--- src/rtl/hazard_ctrl_pkg.sv ---
// hazard_ctrl_pkg
//   Shared definitions for the pipeline hazard controller:
//   register-address width, FSM state encodings and the width of the
//   load-use hold counter.
//   The macros are guarded so that every file in the slice can provide the
//   same fallback definitions without clashing with one another.

`ifndef AWIDTH
`define AWIDTH 5
`endif
`ifndef HC_RUN
`define HC_RUN      2'd0
`define HC_LOAD_USE 2'd1
`define HC_REDIRECT 2'd2
`define HC_MEM_WAIT 2'd3
`endif

package hazard_ctrl_pkg;

  typedef enum logic [1:0] {
    ST_RUN      = `HC_RUN,
    ST_LOAD_USE = `HC_LOAD_USE,
    ST_REDIRECT = `HC_REDIRECT,
    ST_MEM_WAIT = `HC_MEM_WAIT
  } hc_state_e;

  // Holds LOAD_STALL_CYCLES-1, and LOAD_STALL_CYCLES is limited to 1..15.
  localparam int unsigned LU_CNT_W = 4;

endpackage

--- src/rtl/hazard_ctrl_detect.sv ---
// hazard_detect
//   Combinational load-use detector. Flags the case where the instruction in
//   ID reads a register that the load currently in EX has not produced yet.
//   Ports:
//     id_addr_rs, id_addr_rt : source registers of the ID instruction
//     id_uses_rt             : ID instruction actually reads rt
//     ex_memtoreg, ex_reg_wr : EX instruction is a load that writes the RF
//     ex_addr_wr             : EX destination register
//     load_use               : hazard present this cycle

`ifndef AWIDTH
`define AWIDTH 5
`endif

module hazard_detect
  import hazard_ctrl_pkg::*;
(
  input  logic [`AWIDTH-1:0] id_addr_rs,
  input  logic [`AWIDTH-1:0] id_addr_rt,
  input  logic               id_uses_rt,
  input  logic               ex_memtoreg,
  input  logic               ex_reg_wr,
  input  logic [`AWIDTH-1:0] ex_addr_wr,
  output logic               load_use
);

  logic wr_valid_s;
  logic rs_hit_s;
  logic rt_hit_s;

  // Register 0 is hard-wired, so a load targeting it never creates a hazard.
  always_comb begin
    wr_valid_s = ex_memtoreg & ex_reg_wr & (ex_addr_wr != {`AWIDTH{1'b0}});
    rs_hit_s   = (ex_addr_wr == id_addr_rs);
    rt_hit_s   = id_uses_rt & (ex_addr_wr == id_addr_rt);
    load_use   = wr_valid_s & (rs_hit_s | rt_hit_s);
  end

endmodule

--- src/rtl/hazard_ctrl.sv ---
// hazard_ctrl
//   Stall/flush sequencer for the 5-stage pipeline. Decides, from the current
//   FSM state and this cycle's hazards, which stage registers hold, which are
//   cleared and whether the PC takes the redirect target. Controls are Mealy
//   outputs. A saturating counter records cycles in which the front end
//   (PC + IF/ID) was held.
//   Ports:
//     hc_clk, hc_rst                 : clock, synchronous active-high reset
//     hc_i_id_addr_rs/_rt/_uses_rt   : ID instruction source registers
//     hc_i_ex_memtoreg/_reg_wr/_addr_wr : EX instruction load/write info
//     hc_i_change_pc                 : taken branch/jump resolved in EX
//     hc_i_dmem_req, hc_i_dmem_ack   : data-memory access in flight / done
//     hc_o_stall_if/_id/_ex/_mem     : per-stage hold
//     hc_o_bubble_ex                 : insert NOP into ID/EX
//     hc_o_flush_id, hc_o_flush_ex   : clear IF/ID, ID/EX
//     hc_o_pc_sel                    : PC loads redirect target
//     hc_o_state                     : current FSM state
//     hc_o_stall_cnt                 : saturating front-end stall count

`ifndef AWIDTH
`define AWIDTH 5
`endif

module hazard_ctrl
  import hazard_ctrl_pkg::*;
#(
  parameter int unsigned LOAD_STALL_CYCLES = 1,
  parameter int unsigned CNT_WIDTH         = 16
) (
  input  logic                 hc_clk,
  input  logic                 hc_rst,
  input  logic [`AWIDTH-1:0]   hc_i_id_addr_rs,
  input  logic [`AWIDTH-1:0]   hc_i_id_addr_rt,
  input  logic                 hc_i_id_uses_rt,
  input  logic                 hc_i_ex_memtoreg,
  input  logic                 hc_i_ex_reg_wr,
  input  logic [`AWIDTH-1:0]   hc_i_ex_addr_wr,
  input  logic                 hc_i_change_pc,
  input  logic                 hc_i_dmem_req,
  input  logic                 hc_i_dmem_ack,
  output logic                 hc_o_stall_if,
  output logic                 hc_o_stall_id,
  output logic                 hc_o_stall_ex,
  output logic                 hc_o_stall_mem,
  output logic                 hc_o_bubble_ex,
  output logic                 hc_o_flush_id,
  output logic                 hc_o_flush_ex,
  output logic                 hc_o_pc_sel,
  output logic [1:0]           hc_o_state,
  output logic [CNT_WIDTH-1:0] hc_o_stall_cnt
);

  localparam logic [LU_CNT_W-1:0]  LU_INIT = LU_CNT_W'(LOAD_STALL_CYCLES - 1);
  localparam logic [LU_CNT_W-1:0]  LU_ONE  = {{(LU_CNT_W-1){1'b0}}, 1'b1};
  localparam logic [CNT_WIDTH-1:0] CNT_MAX = {CNT_WIDTH{1'b1}};
  localparam logic [CNT_WIDTH-1:0] CNT_ONE = {{(CNT_WIDTH-1){1'b0}}, 1'b1};

  hc_state_e             state_r;
  hc_state_e             state_nxt_s;
  logic [LU_CNT_W-1:0]   cnt_r;
  logic [LU_CNT_W-1:0]   cnt_nxt_s;
  logic [CNT_WIDTH-1:0]  stall_cnt_r;

  logic load_use_s;
  logic mem_busy_s;
  logic stall_if_s;
  logic stall_id_s;
  logic stall_ex_s;
  logic stall_mem_s;
  logic bubble_ex_s;
  logic flush_id_s;
  logic flush_ex_s;
  logic pc_sel_s;
  logic [1:0] state_out_s;

  hazard_detect u_detect (
    .id_addr_rs  (hc_i_id_addr_rs),
    .id_addr_rt  (hc_i_id_addr_rt),
    .id_uses_rt  (hc_i_id_uses_rt),
    .ex_memtoreg (hc_i_ex_memtoreg),
    .ex_reg_wr   (hc_i_ex_reg_wr),
    .ex_addr_wr  (hc_i_ex_addr_wr),
    .load_use    (load_use_s)
  );

  assign mem_busy_s = hc_i_dmem_req & ~hc_i_dmem_ack;

  // Next-state and Mealy control decode; reset forces every control low.
  always_comb begin
    state_nxt_s = state_r;
    cnt_nxt_s   = cnt_r;
    stall_if_s  = 1'b0;
    stall_id_s  = 1'b0;
    stall_ex_s  = 1'b0;
    stall_mem_s = 1'b0;
    bubble_ex_s = 1'b0;
    flush_id_s  = 1'b0;
    flush_ex_s  = 1'b0;
    pc_sel_s    = 1'b0;
    state_out_s = state_r;
    if (hc_rst) begin
      state_nxt_s = ST_RUN;
      cnt_nxt_s   = {LU_CNT_W{1'b0}};
      state_out_s = `HC_RUN;
    end else begin
      case (state_r)
        ST_RUN: begin
          if (mem_busy_s) begin
            {stall_if_s, stall_id_s, stall_ex_s, stall_mem_s} = 4'b1111;
            state_nxt_s = ST_MEM_WAIT;
          end else if (hc_i_change_pc) begin
            // Redirect outranks a load-use: the dependent instruction is on
            // the wrong path and is being flushed anyway.
            pc_sel_s    = 1'b1;
            flush_id_s  = 1'b1;
            flush_ex_s  = 1'b1;
            state_nxt_s = ST_REDIRECT;
          end else if (load_use_s) begin
            stall_if_s  = 1'b1;
            stall_id_s  = 1'b1;
            bubble_ex_s = 1'b1;
            if (LOAD_STALL_CYCLES > 1) begin
              state_nxt_s = ST_LOAD_USE;
              cnt_nxt_s   = LU_INIT;
            end else begin
              state_nxt_s = ST_RUN;
            end
          end else begin
            state_nxt_s = ST_RUN;
          end
        end
        ST_LOAD_USE: begin
          if (mem_busy_s) begin
            // Whole pipe frozen: hold the remaining load-use count.
            {stall_if_s, stall_id_s, stall_ex_s, stall_mem_s} = 4'b1111;
          end else begin
            stall_if_s  = 1'b1;
            stall_id_s  = 1'b1;
            bubble_ex_s = 1'b1;
            cnt_nxt_s   = cnt_r - LU_ONE;
            if (cnt_r <= LU_ONE) begin
              state_nxt_s = ST_RUN;
            end else begin
              state_nxt_s = ST_LOAD_USE;
            end
          end
        end
        ST_REDIRECT: begin
          // The synchronous imem delivers one more wrong-path word after
          // the redirect; kill it here.
          flush_id_s = 1'b1;
          if (mem_busy_s) begin
            {stall_if_s, stall_id_s, stall_ex_s, stall_mem_s} = 4'b1111;
            state_nxt_s = ST_REDIRECT;
          end else begin
            state_nxt_s = ST_RUN;
          end
        end
        ST_MEM_WAIT: begin
          // Hazards seen here stay asserted while frozen and are handled
          // back in RUN.
          if (!hc_i_dmem_ack) begin
            {stall_if_s, stall_id_s, stall_ex_s, stall_mem_s} = 4'b1111;
            state_nxt_s = ST_MEM_WAIT;
          end else begin
            state_nxt_s = ST_RUN;
          end
        end
        default: begin
          state_nxt_s = ST_RUN;
          cnt_nxt_s   = {LU_CNT_W{1'b0}};
        end
      endcase
    end
  end

  // State, load-use counter and saturating stall counter.
  always_ff @(posedge hc_clk) begin
    if (hc_rst) begin
      state_r     <= ST_RUN;
      cnt_r       <= {LU_CNT_W{1'b0}};
      stall_cnt_r <= {CNT_WIDTH{1'b0}};
    end else begin
      state_r <= state_nxt_s;
      cnt_r   <= cnt_nxt_s;
      if (stall_if_s && (stall_cnt_r != CNT_MAX)) begin
        stall_cnt_r <= stall_cnt_r + CNT_ONE;
      end else begin
        stall_cnt_r <= stall_cnt_r;
      end
    end
  end

  assign hc_o_stall_if  = stall_if_s;
  assign hc_o_stall_id  = stall_id_s;
  assign hc_o_stall_ex  = stall_ex_s;
  assign hc_o_stall_mem = stall_mem_s;
  assign hc_o_bubble_ex = bubble_ex_s;
  assign hc_o_flush_id  = flush_id_s;
  assign hc_o_flush_ex  = flush_ex_s;
  assign hc_o_pc_sel    = pc_sel_s;
  assign hc_o_state     = state_out_s;
  assign hc_o_stall_cnt = stall_cnt_r;

endmodule

--- config.mk ---
export PLATFORM = sky130hd
export DESIGN_NAME = hazard_ctrl
export DESIGN_NICKNAME = d
export VERILOG_FILES = /design/src/rtl/hazard_ctrl_pkg.sv /design/src/rtl/hazard_ctrl_detect.sv /design/src/rtl/hazard_ctrl.sv
export SDC_FILE = /design/constraint.sdc
export NUM_CORES = 1
export LEC_CHECK = 0
export ABC_AREA = 0
export CORE_ASPECT_RATIO = 0.6
export CORE_MARGIN = 1.5
export CORE_UTILIZATION = 27
export CTS_CLUSTER_SIZE = 10
export DETAILED_ROUTE_END_ITERATION = 6
export PLACE_DENSITY = 0.64
export SLEW_MARGIN = 20
export SYNTH_ARGS = -nofsm -noshare
export SYNTH_HDL_FRONTEND = slang
export SYNTH_SLANG_ARGS = --single-unit
--- constraint.sdc ---
create_clock -name hc_clk -period 4.8 [get_ports hc_clk]
set_input_delay 0.96 -clock hc_clk [delete_from_list [all_inputs] [get_ports hc_clk]]
set_output_delay 0.96 -clock hc_clk [all_outputs]
set_load 0.005 [all_outputs]
==> run_summary.xml, run 1 <==
<?xml version="1.0" encoding="UTF-8"?>
<metrics>
  <group name="status">
    <metric name="outcome" unit="">complete, no violations</metric>
  </group>
  <group name="power">
    <metric name="leakage" unit="nW">0.682</metric>
    <metric name="power.density" unit="nW/um^2">228</metric>
    <metric name="vdd_ir_drop_max" unit="V">0.0000826</metric>
  </group>
  <group name="worst_hold_path">
    <metric name="hold_path.class" unit="">register to register</metric>
    <metric name="timing.hold.worst.start" unit="">hc_o_stall_cnt[5]</metric>
    <metric name="min_path_cells" unit="">1</metric>
    <metric name="min_delay_worst_endpoint" unit="">hc_o_stall_cnt[5]</metric>
  </group>
  <group name="detailed_routing">
    <metric name="drt-initial-drc-count" unit="">71</metric>
    <metric name="route.antenna.remaining_nets" unit="">0</metric>
    <metric name="routed_via_density" unit="">4.80</metric>
    <metric name="drc_violations_left" unit="">0</metric>
    <metric name="wire_per_inst" unit="um">12.9</metric>
    <metric name="drt_pre_antenna_iters" unit="">4</metric>
    <metric name="num_vias" unit="">1324</metric>
    <metric name="postRouteWirelength" unit="um">3560</metric>
  </group>
  <group name="synth">
    <metric name="synth_area_leader_cell" unit="">dfxtp_1</metric>
    <metric name="count_of_cell_types_in_the_netlist" unit="">42</metric>
    <metric name="synth.cell_area" unit="sq um">1390</metric>
    <metric name="ys_async_sr_fraction" unit="%">0</metric>
    <metric name="yosys.area_share.adder" unit="%">2.70</metric>
    <metric name="dominantRegCellSynth" unit="">dfxtp_1</metric>
    <metric name="synth_xor_area_share" unit="%">8.19</metric>
    <metric name="synth_edf_count" unit="">0</metric>
    <metric name="yosysSeqAreaShare" unit="%">31.7</metric>
    <metric name="synthesis.yosys.warnings" unit="">0</metric>
    <metric name="synth_area_leaders" unit="">dfxtp_1 32%, xor2_1 6.3%, nor2_1 5.9%</metric>
    <metric name="main_combinational_cell_family_by_area_after_synthesis" unit="">simple AND/OR/NAND/NOR gates</metric>
    <metric name="ys_ff_latch" unit="">22</metric>
    <metric name="synth-compound-area-share" unit="%">12.9</metric>
    <metric name="synth_fp_nets" unit="">195</metric>
    <metric name="synth_simple_gate_area_share" unit="%">32.0</metric>
    <metric name="synth_top_area_share" unit="%">31.7</metric>
    <metric name="synth.area.mux_share" unit="%">7.56</metric>
    <metric name="post_synth_inst_count" unit="">169</metric>
    <metric name="post_synth.cell_area_avg" unit="sq um">8.23</metric>
  </group>
  <group name="finish">
    <metric name="antennaDiodeCount" unit="">0</metric>
    <metric name="finish.instance_area" unit="sq um">1970</metric>
    <metric name="multi_input_area" unit="sq um">881</metric>
    <metric name="num-nets-final" unit="">240</metric>
    <metric name="synthToLayoutAreaGrowth" unit="%">42.0</metric>
    <metric name="filler_cell_count" unit="">490</metric>
    <metric name="drive_gt1_share" unit="%">7.04</metric>
    <metric name="layout.area.seq" unit="sq um">440</metric>
    <metric name="finalNonFillerCells" unit="">276</metric>
  </group>
  <group name="placed_design">
    <metric name="placed_cell_area" unit="sq um">1900</metric>
    <metric name="detailed_place_hpwl" unit="um">2800</metric>
    <metric name="gp_routability_congestion" unit="">0.754</metric>
    <metric name="dp_slack" unit="ps">583</metric>
    <metric name="dpl.cell_count" unit="">272</metric>
    <metric name="buffer_ports.inserted" unit="">48</metric>
  </group>
  <group name="worst_setup_path">
    <metric name="capturing_point_of_the_worst_reg2reg_path" unit="">hc_o_stall_cnt[9]</metric>
    <metric name="end_kind" unit="">output port</metric>
    <metric name="reg2reg_depth" unit="">6</metric>
    <metric name="rrSetupSlack" unit="ps">2820</metric>
    <metric name="cp_max_fo" unit="">14</metric>
    <metric name="timing.setup.critical_path_class" unit="">primary input to output port</metric>
    <metric name="worst-endpoint-arrival" unit="ps">3280</metric>
    <metric name="setup.worst_path.start" unit="">hc_i_ex_addr_wr[2]</metric>
    <metric name="crit_path_start_kind" unit="">primary input</metric>
    <metric name="rr_startpoint" unit="">hc_o_stall_cnt[0]</metric>
    <metric name="data_required_time_of_the_worst_path" unit="ps">3840</metric>
  </group>
  <group name="clock_network">
    <metric name="buffer_type_at_the_clock_tree_root" unit="">clkbuf_8</metric>
    <metric name="cts_max_path_buffers" unit="">2</metric>
    <metric name="cts_resized" unit="">0</metric>
    <metric name="clk_pin_slew_worst_paths" unit="ps">80</metric>
    <metric name="tritoncts" unit="">done</metric>
    <metric name="hold_buf_cts" unit="">0</metric>
    <metric name="cts_htree_levels" unit="">1</metric>
    <metric name="tritoncts.num_buffers" unit="">3</metric>
    <metric name="worstSkewPairLatency" unit="ps">270</metric>
    <metric name="cts.sink_count" unit="">22</metric>
    <metric name="cts_post_setup_buffers_inserted" unit="">0</metric>
  </group>
  <group name="grt">
    <metric name="global_routing_usage_on_met1" unit="%">18.7</metric>
    <metric name="globalRouteMet2Util" unit="%">18.2</metric>
    <metric name="globalRouteTotalUtil" unit="%">12.8</metric>
    <metric name="number_of_global_route_vias_before_repair" unit="">1148</metric>
    <metric name="grt_antenna_before_repair" unit="">0</metric>
    <metric name="globalRoute.busiestLayer" unit="">met1</metric>
    <metric name="grt_pass1_wl" unit="um">5530</metric>
    <metric name="global_route.overflow_total" unit="">0</metric>
    <metric name="grt_max_degree" unit="">24</metric>
    <metric name="grt_util_met3" unit="%">4.65</metric>
  </group>
  <group name="floorplan">
    <metric name="fp.dieH" unit="um">58.6</metric>
    <metric name="initial_core_util" unit="%">29.2</metric>
    <metric name="die-width" unit="um">95.6</metric>
    <metric name="fp-row-count" unit="">19</metric>
    <metric name="core_area" unit="sq um">4750</metric>
    <metric name="die_area" unit="sq um">5600</metric>
    <metric name="top_level_ports" unit="">49</metric>
  </group>
  <group name="timing">
    <metric name="slew_viol_final" unit="">0</metric>
    <metric name="final-hold-violation-count" unit="">0</metric>
    <metric name="period_minus_slack" unit="ps">4240</metric>
    <metric name="finClkSkew" unit="ps">2.25</metric>
    <metric name="fin_tns_setup" unit="ps">0</metric>
    <metric name="relSlewSlack" unit="%">67.6</metric>
    <metric name="timing.fmax" unit="MHz">236</metric>
    <metric name="final_critical_path_setup_slack" unit="ps">563</metric>
    <metric name="grt_setup_unrepaired" unit="">no</metric>
    <metric name="worstMarginPinSlew" unit="ps">483</metric>
    <metric name="fin_crit_sh" unit="%">88.3</metric>
    <metric name="finalSetupViolations" unit="">0</metric>
  </group>
  <group name="job">
    <metric name="timing.max_cap.violations" unit="">0</metric>
  </group>
</metrics>
==> stage by stage <==
| stage | hold WS, ps | power, W | utilization [%] |
|---|---|---|---|
| 2_1_floorplan | 467 | 0.000242 | - |
| 3_5_place_dp | 485 | 0.000281 | 40.0 |
| 3_3_place_gp | 477 | 0.000280 | 40.0 |
| 5_1_grt | 545 | 0.000473 | 41.5 |
| 6_report | 519 | 0.000451 | 41.5 |
| 4_1_cts | 522 | 0.000456 | 41.5 |
==> synthesized netlist by cell type (3+ instances only) <==
master and count:
a211oi_1 3, a21oi_1 9, and4_1 3, buf_4 3
clkbuf_1 4, dfxtp_1 22, ha_1 3, inv_1 4
mux2_2 4, mux2i_1 6, nand2_1 9, nand2b_1 7
nand3_1 8, nor2_1 22, nor2b_1 7, nor3_1 9
o21ai_0 3, xnor2_1 3, xor2_1 10
==> worst max-delay path by stage <==
stage	end	cells after the start	slack [ps]
2_1_floorplan	hc_o_stall_if	7	1590
3_3_place_gp	hc_o_stall_id	7	650
3_5_place_dp	hc_o_stall_if	7	580
4_1_cts	hc_o_stall_if	7	580
5_1_grt	hc_o_stall_id	7	460
6_report	hc_o_stall_if	7	560
==> power by group <==
| part | leakage [nW] | switching (W) | internal, W |
|---|---|---|---|
| Combinational | 0.469 | 0.0000394 | 0.0000449 |
| Clock | 0.0357 | 0.0000630 | 0.000111 |
| Sequential | 0.178 | 0.00000537 | 0.000187 |
==> registers in the layout, indices dropped and copies added, names as in the netlist <==
signal	count
state_r	2
cnt_r	4
hc_o_stall_cnt	16
==> cell families (layout without fill, tap and decap cells) <==
group / count (synthesis) / in the layout
buf+inv: 13 / 57
xor+xnor: 13 / 13
flops: 22 / 22
simple gates: 81 / 81
compound gates: 27 / 27
fa+ha+maj: 3 / 3
mux: 10 / 10
==> critical path: stages <==
cell             delay, ps
clkdlybuf4s50_1        480
xor2_1                 200
nor4_2                 250
a32oi_1                190
o21a_2                 350
nor2_1                 290
clkdlybuf4s50_1        560
==> routing by layer <==
metal  vias up  part of all wire [%]
met1       582                    53
li1        684                     -
met5         -                     0
met4         0                  0.17
met2        56                    37
met3         2                    10
==> cell usage in the layout (no fill, tap or decap), types with 3 or more instances in the layout <==
cell type        count
xnor2_1              3
mux2i_1              6
nor2b_1              7
nand2b_1             7
clkbuf_8             3
dfxtp_1             22
ha_1                 3
mux2_2               4
a21oi_1              9
o21ai_0              3
nor2_1              22
a211oi_1             3
inv_1                4
xor2_1              10
and4_1               3
nor3_1               9
clkdlybuf4s50_1     48
nand3_1              8
nand2_1              9
==> final cells by class <==
cell class	instances	area share, %
clock buffer	3	2.09
inverter	4	0.760
tap	63	3.99
timing repair buffer	49	24.7
clock inverter	1	1.52
sequential	22	22.3
multi-input combinational	134	44.6
(Power assumes the default switching activity.)
==> inputs of run 2 (changes only) <==
- HOLD_SLACK_MARGIN: not set -> 0.03
==> results of run 2 <==
Final layout, timing and power as in run 1 (identical DEF).
